===== config.mk =====
export PLATFORM = sky130hd
export DESIGN_NAME = ram_arbiter_2port
export DESIGN_NICKNAME = d
export VERILOG_FILES = /design/src/rtl/ram_arbiter_2port.sv
export SDC_FILE = /design/constraint.sdc
export NUM_CORES = 1
export LEC_CHECK = 0
export BUFFER_PORTS_ARGS = -buffer_cell sky130_fd_sc_hd__buf_2
export CORE_UTILIZATION = 37
export DETAILED_ROUTE_END_ITERATION = 12
export GPL_ROUTABILITY_DRIVEN = 0
export PLACE_DENSITY = 0.9
export SYNTH_ARGS = -nofsm -noshare
export SYNTH_HDL_FRONTEND = slang
export SYNTH_SLANG_ARGS = --single-unit

===== constraint.sdc =====
create_clock -name clk -period 2.8 [get_ports clk]
set_clock_uncertainty 0.2 [all_clocks]
set_input_delay 0.56 -clock clk [delete_from_list [all_inputs] [get_ports clk]]
set_output_delay 0.56 -clock clk [all_outputs]
set_load 0.02 [all_outputs]

===== src/rtl/ram_arbiter_2port.sv =====
// Two-port arbiter in front of one single-port synchronous RAM (round-robin with burst limit).
// Define RAM_ARB_FIXED_PRIO_EN for fixed A-over-B priority.
module ram_arbiter_2port #(
  parameter int DATA_WIDTH = 8,
  parameter int ADDR_WIDTH = 10,
  parameter int MAX_BURST  = 4
) (
  input  logic                  clk,
  input  logic                  reset_n,
  input  logic                  a_req,
  input  logic                  b_req,
  input  logic                  a_we,
  input  logic                  b_we,
  input  logic [ADDR_WIDTH-1:0] a_addr,
  input  logic [ADDR_WIDTH-1:0] b_addr,
  input  logic [DATA_WIDTH-1:0] a_d,
  input  logic [DATA_WIDTH-1:0] b_d,
  output logic                  a_gnt,
  output logic                  b_gnt,
  output logic                  a_rvalid,
  output logic                  b_rvalid,
  output logic [DATA_WIDTH-1:0] a_q,
  output logic [DATA_WIDTH-1:0] b_q,
  output logic                  ram_we,
  output logic [ADDR_WIDTH-1:0] ram_addr,
  output logic [DATA_WIDTH-1:0] ram_d,
  input  logic [DATA_WIDTH-1:0] ram_q
);

  typedef enum logic [1:0] {IDLE, OWN_A, OWN_B} state_t;

  localparam logic [3:0] MAX_BURST_CNT = 4'(MAX_BURST);

  state_t     state, state_next;
  logic [3:0] burst_cnt, burst_cnt_next, burst_inc;
  logic       last_served, last_served_next;  // 1 = port B

  assign burst_inc = (burst_cnt == 4'd15) ? 4'd15 : burst_cnt + 4'd1;

  // Grants are suppressed while reset is asserted so no access leaks out.
  always_comb begin
    a_gnt = 1'b0;
    b_gnt = 1'b0;
    if (reset_n) begin
`ifdef RAM_ARB_FIXED_PRIO_EN
      if (a_req)
        a_gnt = 1'b1;
      else if (b_req)
        b_gnt = 1'b1;
`else
      case (state)
        OWN_A: begin
          if (a_req && (!b_req || burst_cnt < MAX_BURST_CNT))
            a_gnt = 1'b1;
          else if (b_req)
            b_gnt = 1'b1;
        end
        OWN_B: begin
          if (b_req && (!a_req || burst_cnt < MAX_BURST_CNT))
            b_gnt = 1'b1;
          else if (a_req)
            a_gnt = 1'b1;
        end
        default: begin
          if (a_req && b_req) begin
            a_gnt = last_served;
            b_gnt = !last_served;
          end else begin
            a_gnt = a_req;
            b_gnt = b_req;
          end
        end
      endcase
`endif
    end
  end

  always_comb begin
    state_next       = IDLE;
    burst_cnt_next   = burst_cnt;
    last_served_next = last_served;
    if (a_gnt) begin
      state_next       = OWN_A;
      last_served_next = 1'b0;
      burst_cnt_next   = (state == OWN_A) ? burst_inc : 4'd1;
    end else if (b_gnt) begin
      state_next       = OWN_B;
      last_served_next = 1'b1;
      burst_cnt_next   = (state == OWN_B) ? burst_inc : 4'd1;
    end
  end

  always_ff @(posedge clk or negedge reset_n) begin
    if (!reset_n) begin
      state       <= IDLE;
      burst_cnt   <= 4'd0;
      last_served <= 1'b1;
      a_rvalid    <= 1'b0;
      b_rvalid    <= 1'b0;
    end else begin
      state       <= state_next;
      burst_cnt   <= burst_cnt_next;
      last_served <= last_served_next;
      a_rvalid    <= a_gnt & ~a_we;
      b_rvalid    <= b_gnt & ~b_we;
    end
  end

  // Port A is the default mux leg when nobody is granted.
  assign ram_we   = (a_gnt & a_we) | (b_gnt & b_we);
  assign ram_addr = b_gnt ? b_addr : a_addr;
  assign ram_d    = b_gnt ? b_d : a_d;
  assign a_q      = ram_q;
  assign b_q      = ram_q;

endmodule

=== Yosys cells after proc, flatten, opt, wreduce, memory -nomap -nowiden ===
Index checks and enable logic that the tools add are counted.

* Flip-flop bits (word level): 9
* Bits of input ports: 50
* Word-level logic and storage cells: 49

* Add/sub/neg operators: 1
* Order comparisons: 1
* Eq/ne operators: 3
* Muxes and demuxes: 23
* Bitwise gates (word level): 7
* Reduce and logical (&&, ||, !) cells: 9

{| class="wikitable"
|+ Operators with widths
! operator !! count
|-
| $mux W4 || 5
|-
| $mux W1 || 12
|-
| $mux W10 || 1
|-
| $mux W8 || 1
|-
| $add A4 B1 Y4 const B || 1
|-
| $and A1 B1 Y1 || 4
|-
| $eq A4 B4 Y1 const B || 1
|-
| $lt A4 B3 Y1 const B || 1
|-
| $mux W2 || 2
|-
| $pmux W1 S2 || 2
|-
| $logic_and A1 B1 Y1 || 3
|-
| $logic_not A1 Y1 || 3
|-
| $eq A2 B1 Y1 const B || 1
|-
| $eq A2 B2 Y1 const B || 1
|-
| $logic_or A1 B1 Y1 || 2
|-
| $not A1 Y1 || 2
|-
| $reduce_bool A2 Y1 || 1
|-
| $or A1 B1 Y1 || 1
|}

=== Longest topological paths before layout ===
* Depth in word-level cells: 8
* Depth in mapped cells: 9
* Depth with buffers taken out: 7

=== Least setup slack after synthesis ===
Ideal clock, no wire load.

* Kind: register -> output
* Start: reg state[0]
* End: out ram_we
* Arrival: 1.746 ns
* Data required time: 2.040 ns
* Setup slack: 0.294 ns
* Stages on the path, launching flop included: 8
* Path buffers: 1
* Cells stage by stage: dfrtp_1 inv_1 ha_1 or3_1 o2111ai_1 a31oi_1 buf_2 a22o_1

* Word-level cells in the longest chain between the ends: 5
* Elaborated cells on any way between the ends: 9
* Those cells by class: eq/ne (2); mux (4); bitwise (3)

{| class="wikitable"
|+ RTL lines
! item !! RTL line !! text
|-
| from (decl) || 34 || <nowiki>state_t state, state_next;</nowiki>
|-
| from (signal assigned) || 101 || <nowiki>state <= state_next;</nowiki>
|-
| $eq A2 B2 Y1 / $eq A2 B1 Y1 (equally long branches) || 51 || <nowiki>case (state)</nowiki>
|-
| $pmux W1 S2 (*) || 51 ||
|-
| $mux W1 (*) || 44 || <nowiki>if (reset_n) begin</nowiki>
|-
| via a_gnt || 18 || <nowiki>output logic a_gnt,</nowiki>
|-
| $and A1 B1 Y1 (*) || 110 || <nowiki>assign ram_we = (a_gnt & a_we) | (b_gnt & b_we);</nowiki>
|-
| $or A1 B1 Y1 (*) || 110 ||
|-
| to (decl) || 24 || <nowiki>output logic ram_we,</nowiki>
|}

Mark *: on every way through the listed nets, which the timed path passes. The rest lies on a longest branch.

=== Final worst setup path ===
* Start: reg state[0]
* End: out ram_d[3]

* Word-level cells in the longest chain between the ends: 4
* Elaborated cells on any way between the ends: 5
* Those cells by class: eq/ne (2); mux (3)

{| class="wikitable"
|+ RTL lines
! item !! RTL line !! text
|-
| $eq A2 B2 Y1 / $eq A2 B1 Y1 (equally long branches) || 51 ||
|-
| $pmux W1 S2 (*) || 51 ||
|-
| $mux W1 (*) || 44 ||
|-
| $mux W8 (*) || 112 || <nowiki>assign ram_d = b_gnt ? b_d : a_d;</nowiki>
|-
| to (decl) || 26 || <nowiki>output logic [DATA_WIDTH-1:0] ram_d,</nowiki>
|}

Every way passes the cells marked *; elsewhere a longest branch is shown, timed or not.

==> results by group <==
Setup path
  • Family with the most delay on the worst path: compound AO/OA/AOI/OAI gates
  • Worst path slowest cell: o311a_4
  • Worst Path Max Fanout: 4
  • Worst Path Arrival: 2.08 ns
  • CP Class: flip-flop to output pin
  • Worst R2R Setup Slack: 0.53 ns
  • Buf+Inv Stages, Crit Path: 3
  • Worst path cell trace: inv_2 -> ha_4 -> and3_4 -> o311a_4 -> clkbuf_16 -> mux2_4 -> buf_6
  • Peak per-stage delay on the critical path: 0.43 ns
  • CP endpoint kind: output pin
  • CP Launch Type: flip-flop
  • Critical Path RT: 2.04 ns

Placed design
  • Post-DP HPWL: 2040 um
  • Port bufs: 64

Drt
  • Final wirelength: 2970 um
  • Via count: 993
  • DR vias/cell: 5.31
  • DR WL/cell: 15.9 um
  • Initial DRC count: 21
  • # DRC: 0
  • Drt first pass iters: 4
  • Antenna Nets Post-Route: 0

Layout
  • Final nets: 211
  • Ant diodes: 0
  • Most frequent cells in the layout: buf_2 (46), buf_6 (19), mux2_4 (11), mux2_2 (8), dfrtp_1 (7)
  • Seq. cell area: 228 sq um
  • Post-layout util: 59.8%
  • Multi-input logic area: 616 sq um
  • # fillers: 215
  • Commonest non-fill, non-tap cell in the layout: buf_2
  • Layout cells sized above 1: 68.8%
  • Area grow syn2layout: 50.6%

Job
  • Max Cap Viol: 0

Run status
  • Status: finished with violations
  • Failing checks: setup timing

Global routing
  • First-pass GRT wire length: 3530 um
  • Vias in the first global route: 816
  • Initial antenna violation count: 0
  • Largest net degree at the start of global routing: 11
  • GR Overflow Total: 0
  • Global Route Usage Sum: 17.4%

Timing
  • Maximum clock frequency: 352 MHz
  • Fin crit share: 101%
  • Setup ws final: -0.0408 ns
  • Pins Over Slew Limit: 0
  • Worst Tran Pin Value: 0.318 ns
  • Hold slack: 0.105 ns
  • Final Critical Period: 2.84 ns
  • Relative slew margins: 78.6%
  • RSZ-0062 raised after global routing: yes
  • Fin. Hold Viols: 0
  • Final setup vio count: 13

Yosys
  • Sequential share of the synthesized area: 22.8%
  • Yosys cell types: 36
  • Synthesized area: 992 sq um
  • Synth top area share: 20.2%
  • Mean Syn Cell Area: 9.92 sq um
  • Ys Warns: 0
  • Syn nets: 153
  • Area leader, netlist: dfrtp_1
  • Post-Syn Instances: 100
  • Yosys reg bits: 9
  • Top cells by area, synth: dfrtp_1 (20%), mux2_4 (17%), buf_4 (12%)

Floorplanning
  • Initial Utilization: 39.7%
  • Die width: 53.8 um
  • Num rows: 18
  • Die Ht: 53.8 um
  • DIE AREA: 0.00289 sq mm
  • Core area: 0.00250 sq mm
  • Top Ports: 89

Clock network
  • Worst skew pair latency: 0.25 ns
  • CTS sink count: 9
  • Max Root-Sink Buffers: 2
  • CTS Buf Count: 3
  • TritonCTS clock tree: built
  • H-tree depth: 1
  • Hold buffers post-CTS: 0
  • Clock transition at path regs: 0.06 ns
  • Root Buffer: clkbuf_4

Power
  • Leakage power: 0.740 nW
  • Pwr dens: 845 mW/mm^2
  • Peak supply drop: 497 uV

Min path
  • Hold Crit Class: input port to async pin
-- per-layer routing --
metal	part of all wire [%]	global-route usage (%)	vias to the layer above	wire length (um)
li1	-	-	457	-
met1	33	17.8	465	991
met2	55	33.5	65	1620
met3	11	3.67	6	319
met4	1.2	6.58	0	36
met5	0	0	-	0
-- worst paths after layout --
check | start | cells past startpoint | to
max in group asynchronous | reset_n | 2 | burst_cnt[3]$_DFFE_PN0P_
worst min register to register | last_served$_DFFE_PN1P_ | 2 | last_served$_DFFE_PN1P_
worst min-delay path | reset_n | 1 | last_served$_DFFE_PN1P_
worst max register to register | state[0]$_DFF_PN0_ | 8 | burst_cnt[0]$_DFFE_PN0P_
worst max-delay path | state[0]$_DFF_PN0_ | 7 | ram_d[3]
min in group clk | b_we | 2 | b_rvalid$_DFF_PN0_
-- sequential cells by signal, indices dropped and copies added, names as in the netlist --
name         cells
state            2
b_rvalid         1
a_rvalid         1
last_served      1
burst_cnt        4
-- kinds of logic after synthesis --
family,after synthesis,share of synthesized area (%)
fa+ha+maj,3,3.78
simple gates,20,10.3
buf+inv,27,20.3
mux,21,27.7
compound gates,20,15.0
flops,9,22.8
-- power breakdown --
part,internal [mW],switching (mW)
Clock,0.0548,0.0432
Sequential,0.170,0.0335
Combinational,0.527,0.434
-- Yosys cell counts (all sizes together) --
cell type and n:
nand2b 1, nor2b 3, inv 6, a2bb2oi 2, dfstp 1, o311a 1
a22o 1, a21o 1, nand3 4, nor3 1, a21oi 2, buf 21
o22ai 3, and3 1, o21ai 2, nor2 3, a211oi 1, mux2i 2
nand2 5, or3 1, o2111ai 1, mux2 19, o31ai 1, a31oi 3
ha 3, o21a 1, dfrtp 8, o21ba 1, or2b 1
-- stage by stage --
stage	total power, mW	TNS, ns	cells	instance area [sq um]	setup slack (ns)
6_report	1.26	-0.336	187	1490	-0.0408
5_1_grt	1.34	-1.32	187	1490	-0.0960
4_1_cts	1.10	-0.156	185	1330	-0.0312
3_5_place_dp	0.889	0	178	1220	0.111
3_3_place_gp	0.876	0	178	1220	0.142
2_1_floorplan	0.765	0	100	992	0.294
-- layout make-up --
class                      count  share of cell area (%)
timing repair buffer          74                    37.6
inverter                       6                    1.68
tap                           30                    2.51
sequential                     9                    15.2
multi-input combinational     64                    41.2
clock buffer                   4                    1.76
-- timing repair --
action | CTS | global route
cloned | 1 | 1
endpoints found under the setup margin | 18 | 20
buffers inserted | 2 | 1
pin swaps | 1 | 2
gates resized for setup | 10 | 40
(Power assumes the default switching activity.)
